`config.mk`:
```
export PLATFORM = sky130hd
export DESIGN_NAME = midi_rx_parser
export DESIGN_NICKNAME = d
export VERILOG_FILES = /design/src/rtl/midi_pkg.sv /design/src/rtl/midi_uart_rx.sv /design/src/rtl/midi_rx_parser.sv
export SDC_FILE = /design/constraint.sdc
export NUM_CORES = 1
export LEC_CHECK = 0
export CAP_MARGIN = 25
export CORE_ASPECT_RATIO = 0.6
export CORE_MARGIN = 2
export CORE_UTILIZATION = 35
export DETAILED_ROUTE_END_ITERATION = 12
export DONT_BUFFER_PORTS = 1
export SLEW_MARGIN = 10
export SYNTH_ARGS = -nofsm -noshare
export SYNTH_HDL_FRONTEND = slang
export SYNTH_HIERARCHICAL = 1
export SYNTH_SLANG_ARGS = --single-unit
```
`constraint.sdc`:
```
create_clock -name clk -period 1.65 [get_ports clk]
set_input_delay 0.0825 -clock clk [delete_from_list [all_inputs] [get_ports clk]]
set_output_delay 0.0825 -clock clk [all_outputs]
set_load 0.02 [all_outputs]
```
`src/rtl/midi_pkg.sv`:
```
// midi_pkg: shared MIDI constants, parser state type and message-length helper.
package midi_pkg;

  // Upper nibble of channel-voice status bytes
  localparam logic [3:0] NOTE_OFF = 4'h8;
  localparam logic [3:0] NOTE_ON  = 4'h9;
  localparam logic [3:0] POLY_AT  = 4'hA;
  localparam logic [3:0] CC       = 4'hB;
  localparam logic [3:0] PROG     = 4'hC;
  localparam logic [3:0] CH_AT    = 4'hD;
  localparam logic [3:0] PITCH    = 4'hE;

  typedef enum logic [2:0] {
    WAIT_STATUS,
    WAIT_KEY,
    WAIT_VEL,
    SKIP1,
    SKIP2
  } parser_state_t;

  // Number of data bytes carried by a channel-voice message with this status nibble
  function automatic logic [1:0] data_bytes(input logic [3:0] nib);
    case (nib)
      PROG, CH_AT:                           return 2'd1;
      NOTE_OFF, NOTE_ON, POLY_AT, CC, PITCH: return 2'd2;
      default:                               return 2'd0;
    endcase
  endfunction

endpackage

```
`src/rtl/midi_uart_rx.sv`:
```
// midi_uart_rx: 8N1 serial byte receiver with input synchronizer, start-glitch
// rejection, one-cycle byte strobe and one-cycle framing-error pulse.
module midi_uart_rx #(
  parameter int CLKS_PER_BIT = 3200
) (
  input  logic       clk,
  input  logic       rst_n,
  input  logic       i_rx,
  output logic [7:0] o_byte,
  output logic       o_byte_valid,
  output logic       o_framing_err
);
  localparam int CW = $clog2(CLKS_PER_BIT);
  localparam logic [CW-1:0] BIT_LAST  = CW'(CLKS_PER_BIT - 1);
  localparam logic [CW-1:0] HALF_LAST = CW'(CLKS_PER_BIT / 2 - 1);

  typedef enum logic [1:0] {RX_IDLE, RX_START, RX_DATA, RX_STOP} rx_state_t;

  // r_sync[1:0] is the two-flop synchronizer, r_sync[2] the previous synced level
  logic [2:0]    r_sync;
  rx_state_t     r_state;
  logic [CW-1:0] r_cnt;
  logic [2:0]    r_bit;
  logic [7:0]    r_shift;
  logic          r_byte_valid;
  logic          r_ferr;

  rx_state_t     w_state_next;
  logic [CW-1:0] w_cnt_next;
  logic [2:0]    w_bit_next;
  logic [7:0]    w_shift_next;
  logic          w_byte_valid_next;
  logic          w_ferr_next;
  logic          w_rx;
  logic          w_rx_prev;
  logic          w_stop_sample;

  assign w_rx          = r_sync[1];
  assign w_rx_prev     = r_sync[2];
  assign w_stop_sample = (r_state == RX_STOP) && (r_cnt == BIT_LAST);

  // State register: synchronizer, receive FSM, bit counters and output strobes
  always_ff @(posedge clk) begin
    if (!rst_n) begin
      r_sync       <= 3'b111;
      r_state      <= RX_IDLE;
      r_cnt        <= '0;
      r_bit        <= '0;
      r_shift      <= '0;
      r_byte_valid <= 1'b0;
      r_ferr       <= 1'b0;
    end else begin
      r_sync       <= {r_sync[1:0], i_rx};
      r_state      <= w_state_next;
      r_cnt        <= w_cnt_next;
      r_bit        <= w_bit_next;
      r_shift      <= w_shift_next;
      r_byte_valid <= w_byte_valid_next;
      r_ferr       <= w_ferr_next;
    end
  end

  // Next-state: half-bit to the start centre, then full bits for data and stop
  always_comb begin
    w_state_next = r_state;
    w_cnt_next   = r_cnt + 1'b1;
    w_bit_next   = r_bit;
    w_shift_next = r_shift;
    case (r_state)
      RX_IDLE: begin
        w_cnt_next = '0;
        if (w_rx_prev && !w_rx) w_state_next = RX_START;
      end
      RX_START: begin
        if (r_cnt == HALF_LAST) begin
          w_cnt_next   = '0;
          w_bit_next   = '0;
          // Line back high at mid-start means a glitch, not a start bit
          w_state_next = w_rx ? RX_IDLE : RX_DATA;
        end
      end
      RX_DATA: begin
        if (r_cnt == BIT_LAST) begin
          w_cnt_next   = '0;
          w_shift_next = {w_rx, r_shift[7:1]};
          w_bit_next   = r_bit + 3'd1;
          if (r_bit == 3'd7) w_state_next = RX_STOP;
        end
      end
      RX_STOP: begin
        if (r_cnt == BIT_LAST) begin
          w_cnt_next   = '0;
          w_state_next = RX_IDLE;
        end
      end
      default: w_state_next = RX_IDLE;
    endcase
  end

  // Outputs: classify the stop-bit sample into a byte strobe or a framing error
  always_comb begin
    w_byte_valid_next = w_stop_sample && w_rx;
    w_ferr_next       = w_stop_sample && !w_rx;
  end

  assign o_byte        = r_shift;
  assign o_byte_valid  = r_byte_valid;
  assign o_framing_err = r_ferr;

endmodule

```
`src/rtl/midi_rx_parser.sv`:
```
// midi_rx_parser: MIDI input to monophonic, last-note-priority gate/key interface.
// Build option: define MIDI_RX_OMNI_EN to accept Note On/Off on all 16 channels.
module midi_rx_parser
  import midi_pkg::*;
#(
  parameter int CLK_HZ  = 100_000_000,
  parameter int BAUD    = 31_250,
  parameter int CHANNEL = 0
) (
  input  logic       clk,
  input  logic       rst_n,
  input  logic       midi_rx,
  output logic [7:0] midi_data,
  output logic       midi_valid,
  output logic [6:0] velocity,
  output logic       framing_err
);
  localparam int CLKS_PER_BIT = CLK_HZ / BAUD;

  logic [7:0]    w_byte;
  logic          w_byte_valid;
  logic          w_uart_ferr;
  logic          w_chan_ok;
  logic [3:0]    w_nib;

  // r_run_nib holds the running-status nibble; zero means no running status
  parser_state_t r_state;
  logic [3:0]    r_run_nib;
  logic [6:0]    r_key;
  logic [6:0]    r_note;
  logic          r_valid;
  logic [6:0]    r_vel;
  logic          r_ferr;

  parser_state_t w_state_next;
  logic [3:0]    w_run_next;
  logic [6:0]    w_key_next;
  logic [6:0]    w_note_next;
  logic          w_valid_next;
  logic [6:0]    w_vel_next;

  midi_uart_rx #(
    .CLKS_PER_BIT(CLKS_PER_BIT)
  ) u_uart (
    .clk          (clk),
    .rst_n        (rst_n),
    .i_rx         (midi_rx),
    .o_byte       (w_byte),
    .o_byte_valid (w_byte_valid),
    .o_framing_err(w_uart_ferr)
  );

  assign w_nib = w_byte[7:4];

`ifdef MIDI_RX_OMNI_EN
  assign w_chan_ok = 1'b1;
`else
  assign w_chan_ok = (w_byte[3:0] == CHANNEL[3:0]);
`endif

  // State register: parser FSM, running status, latched key and note outputs
  always_ff @(posedge clk) begin
    if (!rst_n) begin
      r_state   <= WAIT_STATUS;
      r_run_nib <= '0;
      r_key     <= '0;
      r_note    <= '0;
      r_valid   <= 1'b0;
      r_vel     <= '0;
      r_ferr    <= 1'b0;
    end else begin
      r_state   <= w_state_next;
      r_run_nib <= w_run_next;
      r_key     <= w_key_next;
      r_note    <= w_note_next;
      r_valid   <= w_valid_next;
      r_vel     <= w_vel_next;
      r_ferr    <= w_uart_ferr;
    end
  end

  // Next-state: byte classification, running status and skip counting
  always_comb begin
    w_state_next = r_state;
    w_run_next   = r_run_nib;
    w_key_next   = r_key;
    if (w_byte_valid) begin
      if (w_byte[7]) begin
        if (w_nib == 4'hF) begin
          // System common/exclusive cancels running status; real-time is transparent
          if (!w_byte[3]) begin
            w_run_next   = '0;
            w_state_next = WAIT_STATUS;
          end
        end else begin
          w_run_next = w_nib;
          if (((w_nib == NOTE_ON) || (w_nib == NOTE_OFF)) && w_chan_ok)
            w_state_next = WAIT_KEY;
          else if (data_bytes(w_nib) == 2'd1)
            w_state_next = SKIP1;
          else
            w_state_next = SKIP2;
        end
      end else begin
        case (r_state)
          WAIT_KEY: begin
            w_key_next   = w_byte[6:0];
            w_state_next = WAIT_VEL;
          end
          WAIT_VEL: w_state_next = WAIT_KEY;
          SKIP2:    w_state_next = SKIP1;
          SKIP1:    w_state_next = (data_bytes(r_run_nib) == 2'd2) ? SKIP2 : SKIP1;
          default:  w_state_next = WAIT_STATUS;
        endcase
      end
    end
  end

  // Outputs: apply a completed Note On/Off to the gate, key and velocity
  always_comb begin
    w_note_next  = r_note;
    w_valid_next = r_valid;
    w_vel_next   = r_vel;
    if (w_byte_valid && !w_byte[7] && (r_state == WAIT_VEL)) begin
      if ((r_run_nib == NOTE_ON) && (w_byte[6:0] != 7'd0)) begin
        w_note_next  = r_key;
        w_vel_next   = w_byte[6:0];
        w_valid_next = 1'b1;
      end else if ((r_key == r_note) && r_valid) begin
        // Key stays put so the release tail keeps its pitch
        w_valid_next = 1'b0;
      end
    end
  end

  assign midi_data   = {1'b0, r_note};
  assign midi_valid  = r_valid;
  assign velocity    = r_vel;
  assign framing_err = r_ferr;

endmodule
```
---- Word-level counts from Yosys, hierarchy flattened ----
Index checks and enable logic that the tools add are counted.
Widths: inputs -> output; s select.
storage, ports and cells
  input bits .............................. 3
  bits in latches ......................... 0
  register bits after elaboration ......... 60
  RAM bits ................................ 0
  output and inout port bits .............. 17
  logic and storage cells ................. 115
  memory bits (read-only) ................. 0
  memories ................................ 0
operators by class
  bitwise operators ....................... 1
  multipliers ............................. 0
  shift operators ......................... 0
  equality and inequality tests ........... 35
  divide/modulo/power cells ............... 0
  mux-type cells .......................... 33
  reduce and logical (&&, ||, !) cells .... 30
  add/subtract/negate cells ............... 2
  magnitude comparators ................... 0
operator list
  kind                   count
  $eq 4x4->1 const B     15
  $pmux 12 s3            1
  $mux 2                 13
  $mux 12                2
  $mux 3                 8
  $add 12x1->12 const B  1
  $eq 12x11->1 const B   1
  $eq 12x12->1 const B   1
  $pmux 3 s4             1
  $reduce_or 5->1        2
  $logic_and 1x1->1      9
  $reduce_and 3->1       3
  $mux 4                 2
  $ne 2x1->1 const B     4
  $pmux 2 s2             2
  $pmux 2 s4             1
  $reduce_and 2->1       4
  $eq 7x7->1             1
  $reduce_bool 7->1      1
  $eq 2x2->1 const B     3
  $eq 3x2->1 const B     2
  $eq 3x3->1 const B     2
  $pmux 3 s2             1
  $reduce_or 2->1        3
  13 further kinds       18

---- Logic depth before layout (Yosys ltp) ----
Gate-level depths: netlist (run 1).
  word-level depth ........................ 12
  depth in mapped cells ................... 7
  mapped depth without buffers ............ 5

---- Hierarchy ----
The synthesis (run 1) kept the hierarchy.
by module, submodules not included
  module          cells an instance  times used  sequential area each (um2)  area each (um2)
  midi_rx_parser  128                1           600.6                       1355.0
  midi_uart_rx    131                1           600.6                       1326.3

---- Worst setup path before layout (run 1) ----
No wires, ideal clock.
  kind .................................... register to register
  start point ............................. reg r_run_nib[2]
  end point ............................... reg r_vel[6], in the netlist velocity[6]
  data required time ...................... 1534 ps
  buffers on the path ..................... 1
  period minus slack after synthesis ...... 1663 ps
  arrival ................................. 1547 ps
  setup slack ............................. -13 ps
  cell stages (with the launch flop) ...... 6
  cells stage by stage .................... dfxtp_1 nand4bb_4 a2111oi_4 buf_6 mux2i_1 nor2b_1
on the way
  word-level cells in the longest chain between the ends .. 3
ends and longest elaborated chain
  element                            RTL line               source
  start, declared                    midi_rx_parser.sv:28   logic [3:0] r_run_nib;
  start signal, assigned             midi_rx_parser.sv:73   r_run_nib <= w_run_next;
  $eq 4x4->1                         midi_rx_parser.sv:125  if ((r_run_nib == NOTE_ON) && (w_byte[6:0] != 7'd0)) begin
  $logic_and 1x1->1                  midi_rx_parser.sv:125
  $reduce_and 2->1 (no source line)  -
  end signal, assigned               midi_rx_parser.sv:77   r_vel <= w_vel_next;
  end, declared                      midi_rx_parser.sv:32   logic [6:0] r_vel;
No other way between the ends.
A chain may end at the register's enable or synchronous reset.

---- Worst setup path in the final report (run 1) ----
  start point ............................. reg r_run_nib[2]
  end point ............................... reg r_vel[1], in the netlist velocity[1]
The elaborated chain is that of the path after synthesis.

==> qor.yml, run 1 <==
status: "complete, no violations"
fin_nets: 300
power_uw: 3370
intPower_uw: 2720
synthArstFlopShare_pct: 0
start_kind: "flip-flop"
die_area_um2: 8400
clock_latency_ns: 0.32
p_per_area_nw_per_um2: 997
mostFrequentLayoutCell: "dfxtp_1"
grt_usage_pct: 14.8
ys_seq_area_share_pct: 44.8
p_clk_share_pct: 55.2
p_switching_uw: 643
dr_total_vias: 1914
areaGrowthSynthToFinish_pct: 25.9
num-fill-cells: 705
cts_tree: "built"
fmax_mhz: 613
max-vdd-ir-drop_mv: 0.344
min_period_over_period_pct: 98.8
min_period_ns: 1.63
end_kind: "flip-flop"
diodes: 0
postSynthAreaPerCell_um2: 10.4
seqPwrFrac_pct: 43.3
syn_area_um2: 2680
gp_congestion: 0.868
wl_per_cell_um: 14.2
synth_edf_count: 0
layout-drive-gt1-share_pct: 22.7
finalClockSkew_ns: 0.00647
cp_data_arrival_time_ns: 1.84
synthFlopType: "dfxtp_1"
cts-root-buf: "clkbuf_16"
core_area_um2: 7330
numClockSinks: 60
clk_transition_reported_paths_ns: 0.05
antenna_found_initial: 0
die_h_um: 71.8
synth_seq_cells: 60
overflow: 0
sw_frac_of_total_pct: 19.1
grt_pass1_wl_mm: 9.48
synth_nets: 265
setup_violations: 0
start_util_pct: 36.6
syn_inst: 259
timing_worst_setup_path_type: "reg2reg"
critPathMaxFanout: 8
finalMaxSlewViolations: 0
grt_pass1_vias: 1887
htreeDepth: 3
io_buffers: 0
drt_iter0_markers: 167
min_path_type: "in2reg"
remaining_drc_errors: 0
cts_buffers: 9
num_io_pins: 20
die_x_um: 117
clock_path_buffers: 2
placementRows: 24
worstPathRequired_ns: 1.86
rsz0062_at_grt: "yes"
hold_viol: 0
synth.distinct_cells: 51
cap_viol_max_count: 0
ys_warn_count: 6
viasPerCell: 4.75
grt_max_degree: 48
layout_common_cells: "55 x dfxtp_1, 32 x buf_4, 31 x nor2b_1, 30 x mux2i_1, 18 x nor2_1"
wl_mm: 5.73
drt-pass1-iter-count: 4
combPwrFrac_pct: 1.5
p_leak_uw: 0.00127
finalInstanceArea_um2: 3380
place_area_um2: 2980
postRouteAntennaNets: 0
hpwl_mm: 3.89
cells by family (layout without fill, tap and decap cells):
kind of cell             count (synthesis)  in the layout  share of synthesized area [%]
XOR/XNOR                                17             17                           5.55
AO/OA/AOI/OAI                           25             25                           7.56
buffers and inverters                   14             54                           3.17
other                                    1              1                          0.140
flip-flops                              60             60                           44.8
AND/OR/NAND/NOR                        107            107                           25.4
adder cells (fa/ha/maj)                  3              3                           1.40
multiplexers                            32             32                           11.9
power by group through the flow:
| stage | Sequential, uW | Combinational, uW | Clock (uW) |
|---|---|---|---|
| floorplan | 1490 | 37.2 | 0 |
| global route | 1460 | 55.3 | 1970 |
| detailed placement | 1490 | 29.6 | 0 |
| CTS | 1460 | 51.4 | 1900 |
| finish | 1460 | 51.4 | 1860 |
| global placement | 1490 | 29.7 | 0 |
through the flow:
stage	hold WS, ns	setup slack [ns]	TNS, ns	utilization (%)	instances
global placement	0.162	0.0893	0	40.7	381
detailed placement	0.161	0.0621	0	40.7	381
finish	0.0328	0.0192	0	46.1	403
CTS	0.0196	0.0514	0	45.2	399
global route	0.0318	-0.0213	-0.106	46.1	403
floorplan	0.184	0.000190	0	-	259
Yosys cell counts, types with 2 or more instances:
library cell / count / area, um2
xor2_1: 9 / 78.8
nor2b_1: 31 / 194
o21ai_0: 2 / 10.0
mux2i_1: 32 / 320
nand3_1: 11 / 55.1
xnor2_1: 8 / 70.1
nor2_1: 18 / 67.6
ha_1: 3 / 37.5
nand2_1: 11 / 41.3
nand4_1: 5 / 31.3
a22o_1: 3 / 26.3
nor4b_1: 3 / 26.3
nor4_1: 2 / 12.5
o21ai_1: 2 / 10.0
a31oi_1: 2 / 12.5
a21oi_1: 2 / 10.0
clkbuf_1: 4 / 15.0
and2_1: 2 / 12.5
dfxtp_1: 60 / 1200
inv_1: 2 / 7.51
nand2b_1: 5 / 31.3
and4_1: 4 / 35.0
buf_4: 4 / 30.0
buf_6: 2 / 22.5
o21a_1: 5 / 37.5
buf_2: 2 / 10.0
sequential cells by signal, summed over array words and instances, names as in the netlist, named ones only:
name and count:
u_uart/o_byte 8, r_note 7, u_uart/o_byte_valid 1, u_uart/r_state 1, u_uart/r_sync 3, midi_valid 1
framing_err 1, r_run_nib 4, u_uart/r_bit 3, r_state 3, r_key 7, u_uart/r_cnt 12
u_uart/o_framing_err 1, velocity 7
final timing paths:
path	start	end	slack [ns]	cells after the start
max	r_run_nib[2]	velocity[1]	0.02	6
min	rst_n	u_uart/r_sync[2]	0.03	2
max reg2reg	r_run_nib[2]	velocity[1]	0.02	6
min reg2reg	u_uart/r_sync[0]	u_uart/r_sync[1]	0.42	1
repair_timing:
item                       in CTS  in global routing
setup buffers                   0                  3
gates resized for setup         0                  7
hold endpoints to repair       44                  0
setup endpoints to repair       0                 12
hold buffers                    2                  0
worst max-delay path, cell delays in order, from the launching register on:
cell and delay (ns):
dfxtp_2 0.33, nand4bb_4 0.25, a2111oi_4 0.32, buf_4 0.20, buf_12 0.14, mux2i_2 0.21
nor2b_1 0.06
per-layer routing:
metal	routed length, um	vias up	global-route usage (%)	part of all wire [%]
li1	-	978	-	-
met1	3290	899	22.6	57
met2	2130	31	18.9	37
met3	243	6	4.48	4.2
met4	71	0	6.27	1.2
met5	0	-	0	0
layout make-up:
type / count / area [um2] / area share, %
flip-flops and latches: 60 / 1210 / 35.8
inverters: 2 / 7.51 / 0.222
well taps: 104 / 130 / 3.85
clock buffers: 12 / 256 / 7.60
clock inverters: 4 / 47.5 / 1.41
repair buffers: 36 / 315 / 9.34
multi-input cells: 185 / 1410 / 41.7
Power figures use the tool's default switching activity.
==> inputs of run 2 (changes only) <==
==> constraint.sdc (replaced) <==
create_clock -name clk -period 1.65 [get_ports clk]
set_input_delay 0.2475 -clock clk [delete_from_list [all_inputs] [get_ports clk]]
set_output_delay 0.2475 -clock clk [all_outputs]
set_load 0.02 [all_outputs]
==> qor.yml, run 2 (synthesized netlist as in run 1, its figures left out) <==
p_per_area_nw_per_um2: 998  # was 997 nW/um2
cts_buffers: 9  # unchanged
largest_reg_flops: 12  # unchanged
drt-pass1-iter-count: 4  # unchanged
gp_congestion: 0.868  # unchanged
min_period_ns: 1.63  # about the same
timing_worst_setup_path_type: "reg2reg"  # unchanged
status: "complete, no violations"  # unchanged
rr_endpoint: "velocity[1]"  # unchanged
max-vdd-ir-drop_mv: 0.347  # was 0.344 mV
setup_violations: 0  # unchanged
overflow: 0  # unchanged
cap_viol_max_count: 0  # unchanged
top_register: "u_uart/r_cnt"  # unchanged
whs_ns: 0.0121  # was 0.0328 ns
dp_cells: 381  # unchanged
antenna_found_initial: 0  # unchanged
place_area_um2: 2980  # unchanged
crit_chain: "nand4bb_4 -> a2111oi_4 -> buf_4 -> buf_12 -> mux2i_2 -> nor2b_1"  # unchanged
cpPeakStageDelay_ns: 0.33  # about the same
core_area_um2: 7330  # unchanged
min_period_over_period_pct: 98.5  # was 98.8%
wl_met1_mm: 3.25  # was 3.29 mm
postRouteAntennaNets: 0  # unchanged
num_io_pins: 20  # unchanged
clk_transition_reported_paths_ns: 0.05  # about the same
r2r_cells: 6  # unchanged
layout_common_cells: "55 x dfxtp_1, 32 x buf_4, 31 x nor2b_1, 30 x mux2i_1, 18 x nor2_1"  # unchanged
die_h_um: 71.8  # unchanged
grt_pass1_vias: 1885  # was 1,887
start_util_pct: 36.6  # unchanged
numClockSinks: 60  # unchanged
clock_latency_ns: 0.32  # about the same
placementRows: 24  # unchanged
critPathMaxFanout: 8  # unchanged
wl_per_cell_um: 14.2  # about the same
p_leak_uw: 0.00127  # about the same
top_layer: "met4"  # unchanged
wl_mm: 5.70  # was 5.73 mm
finalClockSkew_ns: 0.00706  # was 0.00647 ns
start_kind: "flip-flop"  # unchanged
dr_total_vias: 1908  # was 1,914
endpoint: "velocity[1]"  # unchanged
fmax_mhz: 615  # was 613 MHz
grt_usage_pct: 14.7  # was 14.8%
stdcell_count: 402  # was 403
cp_data_arrival_time_ns: 1.83  # was 1.84 ns
die_x_um: 117  # unchanged
rr_startpoint: "r_run_nib[2]"  # unchanged
cts_tree: "built"  # unchanged
clock_path_buffers: 2  # unchanged
viasPerCell: 4.75  # about the same
drt_iter0_markers: 175  # was 167
r2r_slack_ns: 0.02  # about the same
wl_met2_mm: 2.13  # about the same
finalInstanceArea_um2: 3360  # was 3380 um2
min_path_type: "in2reg"  # unchanged
fin_tns_setup_ns: 0  # unchanged
crit_slowest_cell: "dfxtp_2"  # unchanged
worstPathRequired_ns: 1.86  # about the same
diodes: 0  # unchanged
hpwl_mm: 3.89  # unchanged
layout-drive-gt1-share_pct: 22.5  # was 22.7%
cts-root-buf: "clkbuf_16"  # unchanged
wl_met3_um: 247  # was 243 um
grt_max_degree: 50  # was 48
die_area_um2: 8400  # unchanged
areaGrowthSynthToFinish_pct: 25.2  # was 25.9%
hold_viol: 0  # unchanged
htreeDepth: 3  # unchanged
fin_nets: 299  # was 300
startpoint: "r_run_nib[2]"  # unchanged
remaining_drc_errors: 0  # unchanged
final_util_pct: 45.8  # was 46.1%
end_kind: "flip-flop"  # unchanged
rsz0062_at_grt: "yes"  # unchanged
mostFrequentLayoutCell: "dfxtp_1"  # unchanged
io_buffers: 0  # unchanged
grt_pass1_wl_mm: 9.41  # was 9.48 mm
finalMaxSlewViolations: 0  # unchanged
-- run 2: changes by cell type in the layout (fill, tap and decap cells not counted), sizes merged --
| cell | previous run | this run |
|---|---|---|
| buf | 34 | 33 |
-- run 2: routing by layer --
layer	vias up	GRT usage, %
met4	0	6.27
met5	-	0
met1	897	22.5
met3	5	4.48
met2	29	18.7
li1	977	-
-- run 2: worst max-delay path, delay by kind of cell, from the launching register on --
family | cells | cell delay, ns
AOI/OAI and AO/OA | 1 | 0.32
buffers and inverters | 2 | 0.34
DFF | 1 | 0.33
muxes | 1 | 0.21
and+or+nand+nor | 2 | 0.31
-- run 2: power breakdown --
| part | internal [uW] | switching (uW) | total [uW] |
|---|---|---|---|
| Clock | 1240 | 616 | 1860 |
| Sequential | 1450 | 2.90 | 1460 |
| Combinational | 19.8 | 12.7 | 32.5 |
| Total | 2720 | 632 | 3350 |
-- run 2: how the worst min path moves through the flow --
stage                     cells after the start  startpoint                to  slack [ns]
after CTS                                     1       rst_n  u_uart/r_sync[1]       0.001
final                                         1       rst_n  u_uart/r_sync[1]        0.01
after detailed placement                      1       rst_n  u_uart/r_sync[0]        0.33
after floorplan                               1     midi_rx  u_uart/r_sync[0]        0.35
after global routing                          1     midi_rx  u_uart/r_sync[0]        0.02
after global placement                        1       rst_n  u_uart/r_sync[2]        0.33
-- run 2: stage by stage --
| stage | setup slack [ns] | power (uW) |
|---|---|---|
| floorplan | 0.000190 | 1530 |
| detailed placement | 0.0621 | 1520 |
| finish | 0.0247 | 3350 |
| global placement | 0.0893 | 1520 |
| CTS | 0.0514 | 3400 |
| global route | -0.0219 | 3460 |
-- run 2: layout make-up --
type / count / area, um2
fillers: 707 / 3970
well taps: 104 / 130
flip-flops and latches: 60 / 1210
clock inverters: 4 / 47.5
multi-input cells: 185 / 1410
clock buffers: 12 / 256
inverters: 2 / 7.51
repair buffers: 35 / 295
-- run 2: what timing repair did --
action	in CTS	in global routing
hold endpoints to repair	2	0
setup endpoints to repair	0	12
hold buffers	1	0
buffers inserted	0	3
resized for setup	0	7
